File: src/rtl/axi_stream_pkg.sv
// Shared AXI Stream definitions: header-strip FSM states, the strip-count encoding and
// keep/byte-count helpers for MSB-aligned keep vectors.
package axi_stream_pkg;

    localparam int MAX_BYTES = 64;

    typedef enum logic [1:0] {
        IDLE,
        FIRST,
        STREAM,
        FLUSH
    } state_t;

    // byte_strip_cnt encodes S-1, so a zero on the wire strips one byte
    function automatic int strip_bytes(input int byte_strip_cnt);
        return byte_strip_cnt + 1;
    endfunction

    function automatic int keep_to_cnt(input logic [MAX_BYTES-1:0] keep);
        int n;
        n = 0;
        for (int i = 0; i < MAX_BYTES; i++) begin
            if (keep[i]) n = n + 1;
        end
        return n;
    endfunction

    function automatic logic [MAX_BYTES-1:0] cnt_to_keep(input int cnt, input int width);
        logic [MAX_BYTES-1:0] k;
        k = '0;
        for (int i = 0; i < MAX_BYTES; i++) begin
            if ((i < width) && (i >= width - cnt)) k[i] = 1'b1;
        end
        return k;
    endfunction

endpackage

File: src/rtl/axi_stream_byte_realign.sv
// Combinational byte shifter: splits a beat at the strip point and merges the carried
// residue with the head of the next beat, all MSB-aligned.
module axi_stream_byte_realign #(
    parameter int DATA_WD      = 32,
    parameter int DATA_BYTE_WD = DATA_WD / 8,
    parameter int BYTE_CNT_WD  = $clog2(DATA_BYTE_WD)
) (
    input  logic [DATA_WD-1:0]      data,
    input  logic [DATA_BYTE_WD-1:0] keep,
    input  logic [DATA_WD-1:0]      residue,
    input  logic [BYTE_CNT_WD:0]    strip,
    output logic [DATA_WD-1:0]      tail_data,
    output logic [DATA_BYTE_WD-1:0] tail_keep,
    output logic [DATA_WD-1:0]      merge_data,
    output logic [DATA_BYTE_WD-1:0] merge_keep,
    output logic                    beyond_strip
);
    import axi_stream_pkg::*;

    logic [DATA_WD-1:0] masked;
    int                 s;

    // Tail = bytes S.. of the beat; merge = residue followed by the first S bytes
    always_comb begin
        s = int'(strip);
        masked = '0;
        for (int i = 0; i < DATA_BYTE_WD; i++) begin
            masked[8*i +: 8] = data[8*i +: 8] & {8{keep[i]}};
        end
        tail_data    = masked << (8 * s);
        tail_keep    = keep << s;
        merge_data   = residue | (masked >> (8 * (DATA_BYTE_WD - s)));
        merge_keep   = DATA_BYTE_WD'(cnt_to_keep(DATA_BYTE_WD - s, DATA_BYTE_WD))
                     | (keep >> (DATA_BYTE_WD - s));
        beyond_strip = keep_to_cnt(MAX_BYTES'(keep)) > s;
    end

endmodule

File: src/rtl/axi_stream_remove_header.sv
// Strips a per-packet count of leading bytes from an AXI Stream and repacks the
// remainder MSB-aligned, with a single registered output stage.
module axi_stream_remove_header #(
    parameter int DATA_WD      = 32,
    parameter int DATA_BYTE_WD = DATA_WD / 8,
    parameter int BYTE_CNT_WD  = $clog2(DATA_BYTE_WD)
) (
    input  logic                    clk,
    input  logic                    rst,
    input  logic                    valid_in,
    input  logic [DATA_WD-1:0]      data_in,
    input  logic [DATA_BYTE_WD-1:0] keep_in,
    input  logic                    last_in,
    output logic                    ready_in,
    output logic                    valid_out,
    output logic [DATA_WD-1:0]      data_out,
    output logic [DATA_BYTE_WD-1:0] keep_out,
    output logic                    last_out,
    input  logic                    ready_out,
    input  logic                    valid_strip,
    input  logic [BYTE_CNT_WD-1:0]  byte_strip_cnt,
    output logic                    ready_strip
);
    import axi_stream_pkg::*;

    state_t                  state;
    logic [BYTE_CNT_WD:0]    strip;
    logic [DATA_WD-1:0]      residue;
    logic [DATA_BYTE_WD-1:0] residue_keep;
    logic [DATA_WD-1:0]      tail_data;
    logic [DATA_BYTE_WD-1:0] tail_keep;
    logic [DATA_WD-1:0]      merge_data;
    logic [DATA_BYTE_WD-1:0] merge_keep;
    logic                    beyond_strip;
    logic                    load_ok;
    logic                    accept;

    axi_stream_byte_realign #(
        .DATA_WD      (DATA_WD),
        .DATA_BYTE_WD (DATA_BYTE_WD),
        .BYTE_CNT_WD  (BYTE_CNT_WD)
    ) u_realign (
        .data         (data_in),
        .keep         (keep_in),
        .residue      (residue),
        .strip        (strip),
        .tail_data    (tail_data),
        .tail_keep    (tail_keep),
        .merge_data   (merge_data),
        .merge_keep   (merge_keep),
        .beyond_strip (beyond_strip)
    );

    assign load_ok     = !valid_out || ready_out;
    assign ready_strip = (state == IDLE);
    assign ready_in    = ((state == FIRST) || (state == STREAM)) && load_ok;
    assign accept      = valid_in && ready_in;

    always_ff @(posedge clk or posedge rst) begin
        if (rst) begin
            state        <= IDLE;
            strip        <= '0;
            residue      <= '0;
            residue_keep <= '0;
            valid_out    <= 1'b0;
            data_out     <= '0;
            keep_out     <= '0;
            last_out     <= 1'b0;
        end else begin
            if (valid_out && ready_out) valid_out <= 1'b0;
            case (state)
                IDLE: begin
                    if (valid_strip) begin
                        strip <= (BYTE_CNT_WD+1)'(strip_bytes(int'(byte_strip_cnt)));
                        state <= FIRST;
                    end
                end
                FIRST: begin
                    if (accept) begin
                        residue      <= tail_data;
                        residue_keep <= tail_keep;
                        if (last_in) begin
                            state <= IDLE;
                            if (beyond_strip) begin
                                valid_out <= 1'b1;
                                data_out  <= tail_data;
                                keep_out  <= tail_keep;
                                last_out  <= 1'b1;
                            end
                        end else begin
                            state <= STREAM;
                        end
                    end
                end
                STREAM: begin
                    // A last beat longer than S leaves residue that needs its own beat
                    if (accept) begin
                        valid_out    <= 1'b1;
                        data_out     <= merge_data;
                        keep_out     <= merge_keep;
                        last_out     <= last_in && !beyond_strip;
                        residue      <= tail_data;
                        residue_keep <= tail_keep;
                        if (last_in) state <= beyond_strip ? FLUSH : IDLE;
                    end
                end
                FLUSH: begin
                    if (load_ok) begin
                        valid_out <= 1'b1;
                        data_out  <= residue;
                        keep_out  <= residue_keep;
                        last_out  <= 1'b1;
                        state     <= IDLE;
                    end
                end
                default: state <= IDLE;
            endcase
        end
    end

endmodule

File: config.mk
export PLATFORM = sky130hd
export DESIGN_NAME = axi_stream_remove_header
export DESIGN_NICKNAME = d
export VERILOG_FILES = /design/src/rtl/axi_stream_pkg.sv /design/src/rtl/axi_stream_byte_realign.sv /design/src/rtl/axi_stream_remove_header.sv
export SDC_FILE = /design/constraint.sdc
export NUM_CORES = 1
export LEC_CHECK = 0
export CORE_MARGIN = 2
export CORE_UTILIZATION = 30
export DETAILED_ROUTE_END_ITERATION = 7
export GPL_ROUTABILITY_DRIVEN = 1
export GPL_TIMING_DRIVEN = 0
export PLACE_DENSITY = 0.53
export SYNTH_ARGS = -nofsm -noshare
export SYNTH_HDL_FRONTEND = slang
export SYNTH_SLANG_ARGS = --single-unit
File: constraint.sdc
create_clock -name clk -period 4 [get_ports clk]
set_clock_uncertainty 0.15 [all_clocks]
set_input_delay 0.4 -clock clk [delete_from_list [all_inputs] [get_ports clk]]
set_output_delay 0.4 -clock clk [all_outputs]
set_load 0.05 [all_outputs]
* Word level (Yosys, flattened, before mapping)
Index checks and enable logic that the tools add are counted. W data, S select, Z words.
Word-level totals: bits in registers 79, logic and storage cells 95, input port bits 44
Cells by class: order comparisons 5, muxes and demuxes 41, eq/ne operators 10, shift-type cells 4, bitwise logic cells 6, $add $sub $neg 6, reductions and logical operators 15
Operators by type and width (number):
- $mux W32 | 8
- $pmux W32 S3 | 1
- $add A32 B2 Y32 const B | 2
- $ge A3 B32 Y1 const A | 2
- $and A8 B8 Y8 | 4
- $ge A1 B32 Y1 const A | 1
- $ge A2 B32 Y1 const A | 1
- $gt A32 B4 Y1 | 1
- $or A32 B32 Y32 | 1
- $shl A32 B6 Y32 | 1
- $shr A32 B32 Y32 | 1
- $shr A4 B32 Y4 | 1
- $sub A4 B32 Y32 const A | 1
- $mux W4 | 5
- $mux W1 | 16
- $mux W2 | 7
- $ne A2 B2 Y1 const B | 7
- $pmux W4 S3 | 1
- $pmux W2 S4 | 1
- $pmux W1 S3 | 2
- $reduce_and A6 Y1 | 1
- $reduce_and A5 Y1 | 1
- $eq A2 B2 Y1 const B | 2
- $logic_and A1 B1 Y1 | 4
- other kinds (12) | 15

* Logic depth before layout (Yosys ltp)
Gate-level depths: netlist of the first run.
word-level depth 12, mapped depth 17

* Modules after synthesis
A second synthesis of the first run with hierarchy kept.
Unflattened totals: cells, all modules 620, area, all modules 5743.0 um^2
By module, submodules not included:
- axi_stream_remove_header | area an instance 3870.0 um^2, cells each 318, times used 1
- axi_stream_byte_realign | area an instance 1873.0 um^2, cells each 302, times used 1

* Worst setup path after synthesis of the first run
Ideal clock, no wire load.
kind input -> register, start point in keep_in[1], end point reg data_out[1], required time 3.725 ns, arrival time 3.708 ns, cell stages on the path 16, slack 0.017 ns, path through clkbuf_1 > clkbuf_1 > inv_1 > ha_1 > xor2_1 > ha_1 > mux2_2 > ha_1 > and3_1 > a21oi_1 > a22o_1 > buf_6 > and2_4 > buf_6 > buf_8 > mux2_4
Between the ends: longest elaborated chain between the ends 8, elaborated cells between the ends (all ways) 17
RTL lines:
- start: declaration | RTL line axi_stream_remove_header.sv:12 | input logic [DATA_BYTE_WD-1:0] keep_in,
- $mux W32 | RTL line axi_stream_pkg.sv:23 | if (keep[i]) n = n + 1;
- $add A32 B2 Y32 | RTL line axi_stream_pkg.sv:23
- $mux W32 | RTL line axi_stream_pkg.sv:23
- $add A32 B2 Y32 | RTL line axi_stream_pkg.sv:23
- $mux W32 | RTL line axi_stream_pkg.sv:23
- $gt A32 B4 Y1 | RTL line axi_stream_byte_realign.sv:35 | beyond_strip = keep_to_cnt(MAX_BYTES'(keep)) > s;
- $ne A2 B2 Y1 (no line)
- $reduce_and A6 Y1 (no line)
- end signal: assignment | RTL line axi_stream_remove_header.sv:86 | data_out <= tail_data;
- end signal: assignment | RTL line axi_stream_remove_header.sv:99 | data_out <= merge_data;
- end signal: assignment | RTL line axi_stream_remove_header.sv:110 | data_out <= residue;
- end: declaration | RTL line axi_stream_remove_header.sv:16 | output logic [DATA_WD-1:0] data_out,
Parallel ways exist; a longest one is shown, timed or not. The select of a mux whose other input is x is not followed. A chain may end at the register's enable or synchronous reset.

* Worst setup path in the final report of the first run
start point in keep_in[1], end point reg data_out[27]
The elaborated chain is that of the path after synthesis.

==> out/qor.csv, run 1 <==
metric,value,unit
initial drt markers,547,
# DRC,0,
syn nets,630,
"Top FF cell, synth",dfrtp_1,
"delay-heaviest family, CP",buffers and inverters,
share of cells above drive strength 1,13.14,%
Fin Hold WS,199.1,ps
Layout Utilization,39.53,%
Die ar.,18890,um2
worst-margin pin slew,999.3,ps
Final Max Tran Viols,0,
"Reg clk slew, reported paths",60,ps
placed inst area,6474,um2
CP peak stage delay,330,ps
class of the worst hold path,in2async,
post-synth top area share,37.01,%
Max transition margin,33.14,%
vias in the first global route,5112,
fin crit share,93.22,%
clk sink count,79,
routability-driven placement congestion ratio,0.9501,
Die Y-Extent,137.4,um
largest area contributor in the netlist,dfrtp_1,
CP Cell Sequence,"clkdlybuf4s15_2, clkbuf_8, inv_1, ha_1, xor2_2, ha_1, mux2_2, ha_1, and3_1, a21oi_4, a22o_1, buf_6, and2_4, buf_6, buf_8, mux2_4",
Register Area,1978,um2
CTS Buf Count,9,
"wirelength, routed",20550,um
wire length of the first global-routing pass,31330,um
placed insts,873,
Syn Area/Cell,9.454,um2
Finished Layout Cells,887,
number of flops mapped to enable cells by yosys,0,
slowest CP cell,ha_1,
Initial Util,30.77,%
I/O pin total,84,
xor and xnor fraction of the mapped netlist area,0.8199,%
Final nets,722,
via count,5261,
area share of fa/ha/maj cells after synthesis,4.919,%
synthesized flop and latch total,79,
# port buffers,82,
n_diodes,0,
Max Fclk,268.2,MHz
post-route ant nets,0,
"Cell Area, Synth",5341,um2
design area,6862,um2
min cycle time layout,3729,ps
"Max FO, Critical Path",19,
VDD IR max,0.4954,mV
largest family of logic cells by synthesized area,compound AO/OA/AOI/OAI gates,
CP Launch Type,primary input,
DR pass1 iterations,5,
drt via density,5.931,
multiplexer share of the synthesized area,6.067,%
Syn-to-layout area delta,28.46,%
final hold vios,0,
power per standard cell area,954.1,nW/um2
Critical Path End Type,register,
post-DR wirelength/cell,23.17,um
DP HPWL,15660,um
Post-CTS Hold Buffers,0,
Synth Area in Compound Gates,31.46,%
CTS root buffer,clkbuf_16,
Die X,137.4,um
CTS tree,yes,
largest net degree at the start of global routing,61,
instance count of the mapped netlist,565,
register area share after synthesis,37.01,%
crit path DAT,3810,ps
Placeable Area,17360,um2
top-count cell post-synth,dfrtp_1,
cell row count,48,
Max clock buf depth,2,
worst skew pair latency,350,ps
Synth Area in Simple Gates,13.75,%
status,"finished, final reports clean",
CP Class,in2reg,
critical path data required time,4090,ps
Yosys Warn Count,0,
CTS H-tree lvls,3,
initial antenna violation count,0,
max-capacitance violation count,0,
setup violators final,0,
Total Power,6.547,mW
gr ovfl total,0,
post-synth cell types,64,
Fill cells,1718,
Post-synth top cells,"dfrtp_1 (79), nand2_1 (63), a22o_1 (47), a21oi_1 (31), nand3_1 (28)",
RSZ-0062 raised after global routing,false,
most frequent CP cell,ha_1,
P_leak,2.876,nW
asr flop ratio synth,100.0,%
gr usage total,22.41,%
area used by multi-input combinational logic,3069,um2
synth top area cells,"dfrtp_1 (37%), a22o_1 (7.7%), ha_1 (4.9%)",
WP buf/inv,6,
==> cell families after synthesis <==
kind of cell | count (synthesis)
DFF | 79
adders and majority gates | 21
AOI/OAI and AO/OA | 219
muxes | 25
buffers and inverters | 64
xor gates and xnor gates | 5
and+or+nand+nor | 152
==> flip-flops by register name, indices dropped and copies added (netlist names) <==
register and count:
data_out 32, keep_out 4, last_out 1, residue 32, residue_keep 4, state 2, strip 3, valid_out 1
==> worst register-to-register path, stage by stage (launching register included) <==
cell	delay (ps)
dfrtp_2	440
buf_4	260
buf_4	230
inv_1	110
ha_1	310
clkbuf_1	220
a21oi_1	190
a21oi_1	60
nor2_1	140
nor2_1	60
ha_1	170
or4b_2	620
nor3_2	160
and3_1	210
nand3_1	100
a31oi_1	210
==> metrics by stage <==
stage	setup TNS, ps	setup slack [ps]
final	0	271.1
after global routing	0	37.94
after CTS	0	31.29
after detailed placement	-56150	-1561
after global placement	-54660	-1519
after floorplan	0	17.13
==> layer usage <==
| layer | up-vias | part of all wire, % | routed length, um | track usage, % |
|---|---|---|---|---|
| li1 | 2364 | - | - | - |
| met1 | 2626 | 47 | 9663 | 32.40 |
| met2 | 242 | 44 | 9057 | 33.78 |
| met3 | 29 | 6.7 | 1372 | 3.753 |
| met4 | 0 | 2.2 | 454 | 7.503 |
| met5 | - | 0 | 0 | 0 |
==> layout make-up <==
class	instances	area share, %
Clock inverter	6	1.678
Inverter	12	0.6929
Tap cell	225	4.103
Timing Repair Buffer	84	12.53
Buffer	49	4.103
Multi-Input combinational cell	422	44.73
Sequential cell	79	28.83
Clock buffer	10	3.337
==> worst paths after layout <==
kind	startpoint	end	slack, ps	cells past startpoint
max in group asynchronous	rst	strip[0]$_DFFE_PP0P_	2860	3
hold reg to reg	residue[11]$_DFFE_PP0P_	residue[11]$_DFFE_PP0P_	330	2
setup reg to reg	strip[0]$_DFFE_PP0P_	keep_out[2]$_DFFE_PP0P_	270	15
setup / recovery	keep_in[1]	data_out[27]$_DFFE_PP0P_	270	16
hold / removal	rst	data_out[28]$_DFFE_PP0P_	200	2
min in group clk	residue[11]$_DFFE_PP0P_	residue[11]$_DFFE_PP0P_	330	2
==> what timing repair did <==
action / in CTS / in global routing
resized for setup: 13 / 9
endpoints found under the setup margin: 40 / 28
buffers inserted: 1 / 0
endpoints found under the hold margin: 0 / 0
==> placed cells by master (no fill, tap or decap), types with 5 or more instances in the layout <==
cell type and count:
a221o_1 16, a22o_1 47, mux2_4 12, o22ai_1 6, ha_1 21, clkdlybuf4s50_1 80
a32oi_1 10, nand2_1 63, o22a_1 7, buf_2 12, buf_6 5, clkbuf_16 9
a41oi_1 7, nand3_1 28, a22oi_1 22, inv_1 8, o21ai_0 25, a21oi_1 30
nor2b_1 5, nor2_1 25, clkbuf_1 24, mux2_2 11, a32o_1 14, buf_4 6
a31oi_1 5, dfrtp_1 78
==> report_power, final <==
group          switching, mW  internal (mW)
Sequential             0.210           1.14
Clock                  0.366          0.615
Combinational           2.64           1.57
Total                   3.22           3.33
Note: power is estimated with default switching activity, not from simulation.
==> run 2, diff against run 1 <==
Settings changed: SKIP_LAST_GASP set to 1.
==> results of run 2 <==
No change in the layout: final DEF, timing and power equal those of run 1.
==> run 3, diff against run 2 <==
Settings changed: CAP_MARGIN set to 20.
==> results of run 3 <==
No change in the layout: final DEF, timing and power equal those of run 1.
